<file path="config.mk">
export PLATFORM = sky130hd
export DESIGN_NAME = fpadd_result_stage_flat
export DESIGN_NICKNAME = d
export VERILOG_FILES = /design/src/rtl/fpadd_pkg.sv /design/src/rtl/fpadd_result_stage_if.sv /design/src/rtl/fpadd_skid_buf.sv /design/src/rtl/fpadd_result_stage.sv /design/src/flat_wrapper.sv
export SDC_FILE = /design/constraint.sdc
export NUM_CORES = 1
export LEC_CHECK = 0
export ABC_AREA = 1
export CAP_MARGIN = 20
export CORE_MARGIN = 2
export CORE_UTILIZATION = 40
export DETAILED_ROUTE_END_ITERATION = 12
export GPL_TIMING_DRIVEN = 0
export PLACE_DENSITY = 0.74
export SLEW_MARGIN = 20
export SYNTH_ARGS = -nofsm -noshare
export SYNTH_HDL_FRONTEND = slang
export SYNTH_SLANG_ARGS = --single-unit
</file>
<file path="constraint.sdc">
create_clock -name clk -period 5.03 [get_ports clk]
set_clock_uncertainty 0.15 [all_clocks]
set_input_delay 1.006 -clock clk [delete_from_list [all_inputs] [get_ports clk]]
set_output_delay 1.006 -clock clk [all_outputs]
set_load 0.01 [all_outputs]
</file>
<file path="src/rtl/fpadd_pkg.sv">
// Shared constants for the FP adder result stage: adder status bit positions,
// accrued-exception flag positions and the result buffer occupancy states.
package fpadd_pkg;

   localparam int ST_ZERO    = 0;
   localparam int ST_INF     = 1;
   localparam int ST_INVALID = 2;
   localparam int ST_TINY    = 3;
   localparam int ST_HUGE    = 4;
   localparam int ST_INEXACT = 5;

   localparam int NX = 0;
   localparam int UF = 1;
   localparam int OF = 2;
   localparam int DZ = 3;
   localparam int NV = 4;

   typedef enum logic [1:0] {
      EMPTY = 2'd0,
      ONE   = 2'd1,
      FULL  = 2'd2
   } buf_state_e;

endpackage

</file>
<file path="src/rtl/fpadd_result_stage_if.sv">
// Result bus between the DW_fp_addsub wrapper, this stage and its consumer.
interface fpadd_result_stage_if #(
   parameter int sig_width = 23,
   parameter int exp_width = 8
);
   localparam int ZW = sig_width + exp_width + 1;

   // A beat moves on a side only in a cycle where its valid and ready are both 1;
   // the sender holds valid and data steady until that happens.
   logic          in_valid;
   logic          in_ready;
   logic [ZW-1:0] in_z;
   logic [7:0]    in_status;
   logic          out_valid;
   logic          out_ready;
   logic [ZW-1:0] out_z;
   logic [7:0]    out_status;

   modport master (
      output in_valid, in_z, in_status, out_ready,
      input  in_ready, out_valid, out_z, out_status
   );

   modport slave (
      input  in_valid, in_z, in_status, out_ready,
      output in_ready, out_valid, out_z, out_status
   );

endinterface

</file>
<file path="src/rtl/fpadd_skid_buf.sv">
// Two-entry valid/ready skid buffer: an output register plus one skid register,
// so in_ready_o depends only on local state and never on out_ready_i.
module fpadd_skid_buf
   import fpadd_pkg::*;
#(
   parameter int width = 40
) (
   input  logic             clk,
   input  logic             rst,
   input  logic             in_valid_i,
   output logic             in_ready_o,
   input  logic [width-1:0] in_data_i,
   output logic             out_valid_o,
   input  logic             out_ready_i,
   output logic [width-1:0] out_data_o,
   output buf_state_e       state_o
);

   buf_state_e       state_q, state_d;
   logic [width-1:0] out_q, out_d;
   logic [width-1:0] skid_q, skid_d;
   logic             accept;
   logic             xfer;

   assign in_ready_o  = (state_q != FULL);
   assign out_valid_o = (state_q != EMPTY);
   assign out_data_o  = out_q;
   assign state_o     = state_q;
   assign accept      = in_valid_i & in_ready_o;
   assign xfer        = out_valid_o & out_ready_i;

   always_comb begin
      state_d = state_q;
      out_d   = out_q;
      skid_d  = skid_q;
      case (state_q)
         EMPTY: begin
            if (accept) begin
               state_d = ONE;
               out_d   = in_data_i;
            end
         end
         ONE: begin
            if (accept && xfer) begin
               out_d = in_data_i;
            end else if (accept) begin
               state_d = FULL;
               skid_d  = in_data_i;
            end else if (xfer) begin
               state_d = EMPTY;
            end
         end
         FULL: begin
            // The older result sits in out_q, so the skid entry only ever moves forward.
            if (xfer) begin
               state_d = ONE;
               out_d   = skid_q;
            end
         end
         default: state_d = EMPTY;
      endcase
   end

   always_ff @(posedge clk or posedge rst) begin
      if (rst) begin
         state_q <= EMPTY;
         out_q   <= '0;
         skid_q  <= '0;
      end else begin
         state_q <= state_d;
         out_q   <= out_d;
         skid_q  <= skid_d;
      end
   end

endmodule

</file>
<file path="src/rtl/fpadd_result_stage.sv">
// Registered result stage behind the FP adder: buffers sum/status pairs, accrues
// sticky IEEE flags and counts accepted results for CSR readout.
module fpadd_result_stage
   import fpadd_pkg::*;
#(
   parameter int sig_width = 23,
   parameter int exp_width = 8,
   parameter int cnt_width = 16
) (
   input  logic                  clk,
   input  logic                  reset,
   fpadd_result_stage_if.slave   bus,
   input  logic                  clr_flags,
   output logic [4:0]            fflags,
   output logic [cnt_width-1:0]  result_cnt,
   output buf_state_e            dbg_state
);

   localparam int ZW = sig_width + exp_width + 1;

   logic [ZW+7:0]        out_data;
   logic                 accept;
   logic [4:0]           flag_set;
   logic [4:0]           fflags_q, fflags_d;
   logic [cnt_width-1:0] cnt_q, cnt_d;

   fpadd_skid_buf #(.width(ZW + 8)) u_skid (
      .clk         (clk),
      .rst         (reset),
      .in_valid_i  (bus.in_valid),
      .in_ready_o  (bus.in_ready),
      .in_data_i   ({bus.in_status, bus.in_z}),
      .out_valid_o (bus.out_valid),
      .out_ready_i (bus.out_ready),
      .out_data_o  (out_data),
      .state_o     (dbg_state)
   );

   assign bus.out_z      = out_data[ZW-1:0];
   assign bus.out_status = out_data[ZW+7:ZW];
   assign accept         = bus.in_valid & bus.in_ready;
   assign fflags         = fflags_q;
   assign result_cnt     = cnt_q;

   // Flags accrue at acceptance; a same-cycle clear wipes only the older history.
   always_comb begin
      flag_set             = '0;
      flag_set[NV]         = bus.in_status[ST_INVALID];
      flag_set[OF]         = bus.in_status[ST_HUGE];
      flag_set[UF]         = bus.in_status[ST_TINY];
      flag_set[NX]         = bus.in_status[ST_INEXACT];
      fflags_d             = clr_flags ? 5'b0 : fflags_q;
      if (accept) fflags_d = fflags_d | flag_set;
      cnt_d                = accept ? cnt_q + 1'b1 : cnt_q;
   end

   always_ff @(posedge clk or posedge reset) begin
      if (reset) begin
         fflags_q <= '0;
         cnt_q    <= '0;
      end else begin
         fflags_q <= fflags_d;
         cnt_q    <= cnt_d;
      end
   end

endmodule

</file>
<file path="src/flat_wrapper.sv">
// flat-port wrapper written by rule: the top's interface ports become plain ports
module fpadd_result_stage_flat import fpadd_pkg::*;
#(
   parameter int sig_width = 23,
   parameter int exp_width = 8,
   parameter int cnt_width = 16
)
  (clk, reset, clr_flags, fflags, result_cnt, dbg_state, bus_in_valid, bus_in_z, bus_in_status, bus_out_ready, bus_in_ready, bus_out_valid, bus_out_z, bus_out_status);
  fpadd_result_stage_if #(.sig_width(sig_width), .exp_width(exp_width)) bus_i ();
  input  logic clk;
  input  logic reset;
  input  logic clr_flags;
  output logic [4:0] fflags;
  output logic [cnt_width-1:0] result_cnt;
  output buf_state_e dbg_state;
  input wire logic [$bits(bus_i.in_valid)-1:0] bus_in_valid;
  input wire logic [$bits(bus_i.in_z)-1:0] bus_in_z;
  input wire logic [$bits(bus_i.in_status)-1:0] bus_in_status;
  input wire logic [$bits(bus_i.out_ready)-1:0] bus_out_ready;
  output wire logic [$bits(bus_i.in_ready)-1:0] bus_in_ready;
  output wire logic [$bits(bus_i.out_valid)-1:0] bus_out_valid;
  output wire logic [$bits(bus_i.out_z)-1:0] bus_out_z;
  output wire logic [$bits(bus_i.out_status)-1:0] bus_out_status;
  assign bus_i.in_valid = bus_in_valid;
  assign bus_i.in_z = bus_in_z;
  assign bus_i.in_status = bus_in_status;
  assign bus_i.out_ready = bus_out_ready;
  assign bus_in_ready = bus_i.in_ready;
  assign bus_out_valid = bus_i.out_valid;
  assign bus_out_z = bus_i.out_z;
  assign bus_out_status = bus_i.out_status;
  fpadd_result_stage #(.sig_width(sig_width), .exp_width(exp_width), .cnt_width(cnt_width)) u_core (.clk(clk), .reset(reset), .bus(bus_i), .clr_flags(clr_flags), .fflags(fflags), .result_cnt(result_cnt), .dbg_state(dbg_state));
endmodule
</file>
==> results of run 1 <==
==> routing by layer <==
metal	vias up	part of all wire, %	GRT usage [%]
met2	101	48	30.8
met5	-	0	0
met4	0	1.8	8.83
met3	14	4.9	4.43
li1	2002	-	-
met1	1857	45	24.5
==> registers in the layout, indices dropped and copies added, names as in the netlist <==
name	flops
u_core.u_skid.out_data_o	40
u_core.u_skid.skid_q	40
u_core.result_cnt	16
u_core.fflags	4
u_core.u_skid.state_o	2
==> critical path: stages (launching register included) <==
cell and delay, ns:
dfrtp_1 0.38, inv_1 0.09, nand2_2 0.11, buf_4 0.20, buf_2 0.24, clkdlybuf4s50_1 0.59
==> worst min path at each step <==
stage,startpoint,end,slack (ns),cells after the start
after floorplan,u_core.u_skid.skid_q[32],u_core.u_skid.skid_q[32],0.30,2
after global placement,u_core.u_skid.out_data_o[9],u_core.u_skid.out_data_o[9],0.30,2
after detailed placement,u_core.u_skid.out_data_o[27],u_core.u_skid.out_data_o[27],0.31,2
after CTS,u_core.u_skid.out_data_o[27],u_core.u_skid.out_data_o[27],0.32,2
after global routing,u_core.u_skid.out_data_o[7],u_core.u_skid.out_data_o[7],0.34,2
final,u_core.u_skid.out_data_o[7],u_core.u_skid.out_data_o[7],0.32,2
==> cells in the mapped netlist, drive strengths merged (3+ instances only) <==
master,n,share of area (%)
inv,59,4.9
a21oi,40,4.4
nand4,5,0.69
clkbuf,10,0.82
dfrtp,102,56
xnor2,7,1.3
buf,20,2.2
nand2,156,13
nand3,49,5.4
o21ai,43,4.7
o22ai,5,0.69
nor2,52,4.4
xor2,3,0.58
nand3b,3,0.49
==> per-stage QoR <==
step	instances	util [%]	worst slack [ns]	total power [mW]
floorplan	557	-	1.20	2.07
global placement	808	51.7	-0.239	2.68
detailed placement	809	52.0	2.17	2.74
CTS	825	54.6	1.89	3.44
global route	825	54.6	1.77	3.66
finish	825	54.6	1.93	3.40
==> cell type report <==
type                       count  area (sq um)
tap                          143           179
multi-input combinational    366          1650
clock inverter                 5          58.8
sequential                   102          2550
timing repair buffer         109          1110
clock buffer                  11           243
inverter                      59           226
fill                        1018          5110
buffer                        30           140
==> power by group <==
| part | switching, mW | internal [mW] |
|---|---|---|
| logic | 0.728 | 0.637 |
| registers | 0.173 | 1.17 |
| clock network | 0.295 | 0.400 |
| total | 1.20 | 2.20 |
==> cell families (layout without fill, tap and decap cells) <==
| logic type | Yosys count | in the layout | share of synthesized area (%) |
|---|---|---|---|
| AOI/OAI and AO/OA | 89 | 89 | 9.98 |
| xor gates and xnor gates | 10 | 10 | 1.92 |
| adders and majority gates | 1 | 1 | 0.274 |
| buffers and inverters | 89 | 214 | 7.92 |
| DFF | 102 | 102 | 55.9 |
| other | 1 | 1 | 0.0821 |
| and+or+nand+nor | 265 | 265 | 23.9 |
==> run_results.csv, run 1 <==
group,metric,value,unit
power_and_ir_drop,p_leak,3.05,nW
floorplanning,initial_core_util,40.5,%
drt,remaining_drc_errors,0,
floorplanning,num_rows,39,
clock_network,postCtsSetupRepairBufs,0,
grt,grt_usage,19.1,%
floorplanning,die_w,111,microns
clock_network,path_clk_slew,0.07,ns
clock_network,clock_sinks,102,
clock_network,cts_root_buffer,"clkbuf_16",
timing,min_period,3.10,ns
logic_synthesis,synth_seq_area_share,55.9,%
timing,drv_slew,0,
finish,syn_to_final_growth,34.9,%
logic_synthesis,syn_area_per_cell,8.20,sq um
finish,layout_common_cells,"154 x nand2_1, 108 x clkdlybuf4s50_1, 102 x dfrtp_1",
logic_synthesis,ys_dominant_reg_cell,"dfrtp_1",
clock_network,h-tree-depth,3,
logic_synthesis,synth-edff-count,0,
critical_path,reg2reg_slack,3.28,ns
grt,grt_pass1_vias,4026,
floorplanning,io_pins,110,
run,drv_cap,0,
timing,timing.final.crit_share,61.7,%
critical_path,end_kind,"primary output",
grt,globalRouteOverflowTotal,0,
logic_synthesis,synth_cell_types,22,
logic_synthesis,async_reset_ff_share,100,%
drt,ant_nets,0,
placement,hpwl,8240,microns
timing,slew_headroom,65.4,%
drt,drt-total-wl,11200,microns
critical_path,timing.rr.end,"u_core.u_skid.out_data_o[2]",
floorplanning,die_h,111,microns
timing,setup_violations,0,
timing,grt_setup_unrepaired,"false",
logic_synthesis,synth-seq-cells,102,
grt,antenna_found_initial,0,
clock_network,cts_resized,0,
drt,wl_per_cell,13.6,microns
critical_path,cp.required,3.87,ns
logic_synthesis,syn_nets,603,
timing,worst_slew_pin_slew,0.519,ns
logic_synthesis,syn_area,4570,sq um
clock_network,worstSkewPairLatency,0.34,ns
drt,num_vias,3974,
critical_path,crit_fanout,10,
clock_network,clockBufferDepth,2,
timing,hold_viol,0,
floorplanning,core_area,11300,sq um
drt,drt_iter0_markers,257,
floorplanning,die_area,12300,sq um
logic_synthesis,yosysWarnings,0,
grt,grt_max_degree,78,
finish,fin_area,6160,sq um
critical_path,crit_end,"bus_in_ready",
critical_path,arrival,1.95,ns
drt,routed_via_density,4.82,
power_and_ir_drop,ir_worst_vdd,0.290,mV
grt,grt_pass1_wl,18900,microns
timing,holdWs,0.320,ns
logic_synthesis,synth_cells,557,
critical_path,r2r_cells,7,
power_and_ir_drop,power_density,552,nW/um^2
outcome,status,"completed",
finish,diodes,0,
clock_network,ctsHoldBuffers,0,
critical_path,r2r_start,"u_core.u_skid.state_o[1]",
clock_network,cts_tree,"done",
critical_path,cp-start-kind,"flop",
placement,routabilityCongestion,0.778,
placement,portBuffers,108,
finish,finalNetCount,723,
hold_path,hold_path.class,"flop to flop",
timing,tns,0,ns
drt,dr.pass1.iters,4,
critical_path,crit_start,"u_core.u_skid.state_o[0]",
critical_path,critPathKind,"flop to primary output",
timing,timing.fmax,0.322,GHz
finish,drive_above_1_share,6.16,%
placement,placed_area,5860,sq um
finish,layout_commonest_cell,"nand2_1",
clock_network,numCtsBuffers,9,
No activity file was read; power rests on OpenSTA's default activity.
==> run 2: changes to the inputs <==
Settings changed: PLACE_DENSITY 0.74 to 0.76.
Clock period 5.03 ns to 2.85 ns, I/O delays scaled along.
==> run 2 against run 1 <==
  * Clock power increased by 66%
  * Via count increased by 1.3%
  * Combinational power increased by 78%
  * First-iteration DRC count decreased by 7.8%
  * Clock-buffer cell count increased by 1
  * Register-to-register slack got worse by 2.2 ns
  * Setup slack got worse by 1.8 ns
  * Critical endpoint unchanged
  * Largest cell class unchanged
  * Highest routed layer unchanged
==> run_results.csv, run 2 (synthesis results as in run 1) <==
group,metric,value,unit
clock_network,clock_sinks,102,
grt,grt_max_degree,35,
finish,n_fill_cell,1051,
grt,antenna_found_initial,0,
hold_path,hold_path.class,"flop to flop",
clock_network,postCtsSetupRepairBufs,0,
drt,drt-total-wl,11400,microns
timing,grt_setup_unrepaired,"false",
grt,grt_pass1_vias,3943,
clock_network,worstSkewPairLatency,0.34,ns
drt,num_vias,4026,
critical_path,r2r_cells,7,
clock_network,numCtsBuffers,9,
timing,timing.final.crit_share,94.4,%
power_and_ir_drop,p_leak,3.05,nW
floorplanning,io_pins,110,
finish,layout_commonest_cell,"nand2_1",
timing,setup_violations,0,
power_and_ir_drop,clockPowerShare,19.4,%
critical_path,critPathKind,"flop to primary output",
placement,routabilityCongestion,0.772,
critical_path,arrival,1.97,ns
critical_path,cp-start-kind,"flop",
clock_network,cts_root_buffer,"clkbuf_16",
timing,timing.fmax,0.372,GHz
grt,globalRouteOverflowTotal,0,
placement,hpwl,8360,microns
timing,slew_headroom,66.5,%
timing,drv_slew,0,
placement,portBuffers,108,
grt,grt_pass1_wl,19000,microns
drt,wl_per_cell,13.7,microns
clock_network,clockBufferDepth,2,
floorplanning,die_w,111,microns
clock_network,path_clk_slew,0.06,ns
power_and_ir_drop,internal_power,3.81,mW
timing,worst_slew_pin_slew,0.503,ns
drt,routed_via_density,4.87,
drt,drt_iter0_markers,237,
drt,remaining_drc_errors,0,
timing,min_period,2.69,ns
clock_network,ctsHoldBuffers,0,
grt,grt_usage,19.0,%
clock_network,cts_tree,"done",
critical_path,crit_fanout,10,
power_and_ir_drop,p_sw,2.12,mW
critical_path,end_kind,"primary output",
critical_path,cp.required,2.13,ns
power_and_ir_drop,finalPower,5.93,mW
floorplanning,core_area,11300,sq um
timing,fin_ws,0.159,ns
finish,finalNetCount,725,
critical_path,reg2reg_slack,1.12,ns
finish,syn_to_final_growth,35.1,%
floorplanning,num_rows,39,
hold_path,whs_path_depth,2,
drt,ant_nets,0,
floorplanning,initial_core_util,40.5,%
clock_network,h-tree-depth,3,
finish,layout_common_cells,"154 x nand2_1, 108 x clkdlybuf4s50_1, 102 x dfrtp_1",
power_and_ir_drop,power_density,962,nW/um^2
timing,hold_viol,0,
power_and_ir_drop,p_seq_share,39.8,%
clock_network,cts_resized,0,
finish,diodes,0,
run,drv_cap,0,
power_and_ir_drop,ir_worst_vdd,0.455,mV
finish,drive_above_1_share,6.29,%
drt,dr.pass1.iters,5,
floorplanning,die_h,111,microns
power_and_ir_drop,p_comb_share,40.8,%
placement,dp_slack,0.388,ns
outcome,status,"completed",
floorplanning,die_area,12300,sq um
power_and_ir_drop,p_sw_share,35.8,%
-- run 2: changes by cell type in the layout (fill, tap and decap cells not counted) --
cell / previous run / this run
clkinv_2: 1 / 0
inv_6: 1 / 0
clkbuf_1: 11 / 12
buf_16: 1 / 0
bufinv_16: 1 / 0
buf_12: 0 / 3
clkinvlp_4: 2 / 3
clkinv_4: 1 / 2
-- run 2: final timing paths --
path                                                     end                          from
max in group asynchronous       u_core.u_skid.out_data_o[29]                         reset
worst min register to register  u_core.u_skid.out_data_o[12]  u_core.u_skid.out_data_o[12]
min in group asynchronous               u_core.result_cnt[9]                         reset
worst min-delay path            u_core.u_skid.out_data_o[12]  u_core.u_skid.out_data_o[12]
worst max register to register   u_core.u_skid.out_data_o[1]      u_core.u_skid.state_o[0]
worst max-delay path                            bus_in_ready      u_core.u_skid.state_o[0]
-- run 2: metrics by stage --
step	setup TNS (ns)	hold WS (ns)	util, %	instances	cell area [sq um]
after floorplan	0	0.304	-	557	4570
after global placement	-9.26	0.303	51.7	808	5830
after detailed placement	0	0.308	52.2	811	5890
after CTS	0	0.324	54.7	827	6170
after global routing	0	0.336	54.7	827	6170
final	0	0.318	54.7	827	6170
-- run 2: power groups by stage --
stage               Combinational, mW  Sequential [mW]  Clock (mW)
detailed placement               2.44             2.39           0
global route                     2.70             2.43        1.23
floorplan                        1.14             2.51           0
CTS                              2.45             2.37        1.17
global placement                 2.36             2.37           0
finish                           2.42             2.36        1.15
-- run 2: area by class of cell --
type,instances,area [sq um],share of cell area (%)
repair buffers,111,1140,18.5
flip-flops and latches,102,2550,41.4
clock inverters,4,32.5,0.527
clock buffers,12,246,4.00
inverters,59,225,3.65
plain buffers,30,140,2.27
multi-input cells,366,1650,26.8
well taps,143,179,2.90
-- run 2: critical path: stages (launching register included) --
cell             delay (ns)
dfrtp_1                0.39
inv_1                  0.09
nand2_2                0.11
buf_4                  0.21
buf_2                  0.25
clkdlybuf4s50_1        0.59
-- run 2: layer usage --
metal  GRT usage [%]  wire, microns  vias to the layer above
li1                -              -                     2001
met1            24.7           5000                     1902
met2            31.8           5570                      109
met3            3.88            593                       14
met4            6.50            190                        0
met5               0              0                        -
==> run 3: changes to the inputs <==
Settings changed: PLACE_DENSITY 0.76 to default, PLACE_DENSITY_LB_ADDON from default to 0.1.
==> run 3 against run 2 <==
  * Die area stayed put
  * Non-clock buffer count stayed put
  * Register-to-register slack better by 0.02 ns
  * Clock-buffer cell count stayed put
  * Clock power is 9% higher
  * Utilization is 0.20 points higher
  * Cell count stayed put
  * Total power is 1.5% higher
  * Sequential share of layout area is 0.15 points lower
  * Critical endpoint unchanged
==> run_results.csv, run 3 (synthesis results as in run 1) <==
group,metric,value,unit
grt,antenna_found_initial,0,
timing,drv_slew,0,
timing,slew_headroom,63.5,%
clock_network,clockBufferDepth,2,
grt,grt_max_degree,35,
finish,finalNetCount,725,
power_and_ir_drop,p_sw,2.12,mW
critical_path,cp-start-kind,"flop",
hold_path,min_from,"u_core.u_skid.out_data_o[9]",
clock_network,postCtsSetupRepairBufs,0,
critical_path,critPathMaxStageDelay,0.58,ns
clock_network,numCtsBuffers,9,
floorplanning,die_w,111,microns
timing,hold_viol,0,
timing,worst_slew_pin_slew,0.547,ns
critical_path,end_kind,"primary output",
power_and_ir_drop,p_comb_share,39.9,%
power_and_ir_drop,ir_worst_vdd,0.377,mV
placement,portBuffers,108,
finish,layout_common_cells,"154 x nand2_1, 108 x clkdlybuf4s50_1, 102 x dfrtp_1",
outcome,status,"completed",
grt,globalRouteOverflowTotal,0,
clock_network,cts_tree,"done",
timing,setup_violations,0,
critical_path,r2r_cells,7,
clock_network,cts_root_buffer,"clkbuf_16",
drt,remaining_drc_errors,0,
critical_path,cp_slowest_cell,"clkdlybuf4s50_1",
run,drv_cap,0,
power_and_ir_drop,p_leak,3.06,nW
floorplanning,die_area,12300,sq um
drt,drt_iter0_markers,178,
hold_path,whs_path_depth,2,
critical_path,arrival,1.96,ns
power_and_ir_drop,power_density,973,nW/um^2
power_and_ir_drop,p_sw_share,35.2,%
power_and_ir_drop,p_seq_share,39.3,%
floorplanning,initial_core_util,40.5,%
finish,fin_area,6190,sq um
clock_network,clock_sinks,102,
clock_network,ctsHoldBuffers,0,
grt,grt_pass1_wl,19400,microns
drt,drt-total-wl,11400,microns
clock_network,cts_resized,0,
clock_network,worstSkewPairLatency,0.34,ns
timing,min_period,2.68,ns
floorplanning,core_area,11300,sq um
critical_path,r2r_start,"u_core.u_skid.state_o[0]",
placement,routabilityCongestion,0.754,
hold_path,min_to,"u_core.u_skid.out_data_o[9]",
critical_path,critPathKind,"flop to primary output",
drt,routed_via_density,4.81,
critical_path,crit_fanout,10,
placement,placed_area,5890,sq um
clock_network,h-tree-depth,3,
power_and_ir_drop,finalPower,6.02,mW
finish,syn_to_final_growth,35.6,%
critical_path,reg2reg_slack,1.14,ns
timing,timing.fmax,0.374,GHz
floorplanning,die_h,111,microns
timing,timing.final.crit_share,93.9,%
placement,hpwl,8240,microns
finish,drive_above_1_share,6.29,%
critical_path,timing.rr.end,"u_core.u_skid.out_data_o[1]",
grt,grt_pass1_vias,3866,
power_and_ir_drop,internal_power,3.90,mW
clock_network,path_clk_slew,0.06,ns
drt,wl_per_cell,13.8,microns
critical_path,path_cells,"inv_1, nand2_2, buf_4, buf_2, clkdlybuf4s50_1",
power_and_ir_drop,clockPowerShare,20.7,%
drt,num_vias,3976,
floorplanning,io_pins,110,
grt,grt_usage,19.4,%
finish,diodes,0,
finish,layout_commonest_cell,"nand2_1",
drt,dr.pass1.iters,4,
hold_path,hold_path.class,"flop to flop",
drt,ant_nets,0,
timing,grt_setup_unrepaired,"false",
floorplanning,num_rows,39,
critical_path,cp.required,2.13,ns
==> run 3: changes by cell type in the layout (fill, tap and decap cells not counted), sizes merged <==
| cell | delta |
|---|---|
| clkinv | -1 |
| inv | +1 |
| bufinv | +1 |
| clkinvlp | -1 |
==> run 3: power groups by stage <==
stage	logic (mW)	registers (mW)	clock network, mW
finish	2.40	2.37	1.25
global placement	2.38	2.38	0
CTS	2.44	2.38	1.27
global route	2.72	2.45	1.33
detailed placement	2.43	2.40	0
floorplan	1.14	2.51	0
==> run 3: cell type report <==
type	instances	area, sq um
repair buffers	111	1140
multi-input cells	366	1650
plain buffers	30	140
well taps	143	179
clock buffers	12	246
clock inverters	4	55.1
inverters	59	225
fillers	1085	5080
flip-flops and latches	102	2550
==> run 3: worst max-delay path by stage <==
stage,to,start,cells past startpoint
6_report,bus_in_ready,u_core.u_skid.state_o[0],5
5_1_grt,bus_in_ready,u_core.u_skid.state_o[0],5
4_1_cts,bus_in_ready,u_core.u_skid.state_o[0],5
3_5_place_dp,u_core.u_skid.skid_q[35],bus_out_ready,5
3_3_place_gp,u_core.u_skid.skid_q[27],reset,2
2_1_floorplan,u_core.fflags[0],reset,1
==> run 3: stage by stage <==
step	setup slack (ns)	cells	util, %	setup TNS, ns	hold slack, ns
after floorplan	0.912	557	-	0	0.304
after global placement	-0.168	808	51.7	-16.20	0.303
after detailed placement	0.399	811	52.2	0	0.307
after CTS	0.169	827	54.9	0	0.324
after global routing	0.0865	827	54.9	0	0.346
final	0.173	827	54.9	0	0.319
==> run 3: worst max-delay path: cells and delay by family, from the launching register on <==
family / cells / cell delay (ns)
flip-flops: 1 / 0.38
buffers and inverters: 4 / 1.13
AND/OR/NAND/NOR: 1 / 0.11
==> run 3: per-layer routing <==
| metal | GRT usage, % | wire length [microns] |
|---|---|---|
| met1 | 26.7 | 5380 |
| met2 | 31.7 | 5430 |
| met3 | 3.39 | 504 |
| met4 | 5.50 | 127 |
| met5 | 0 | 0 |
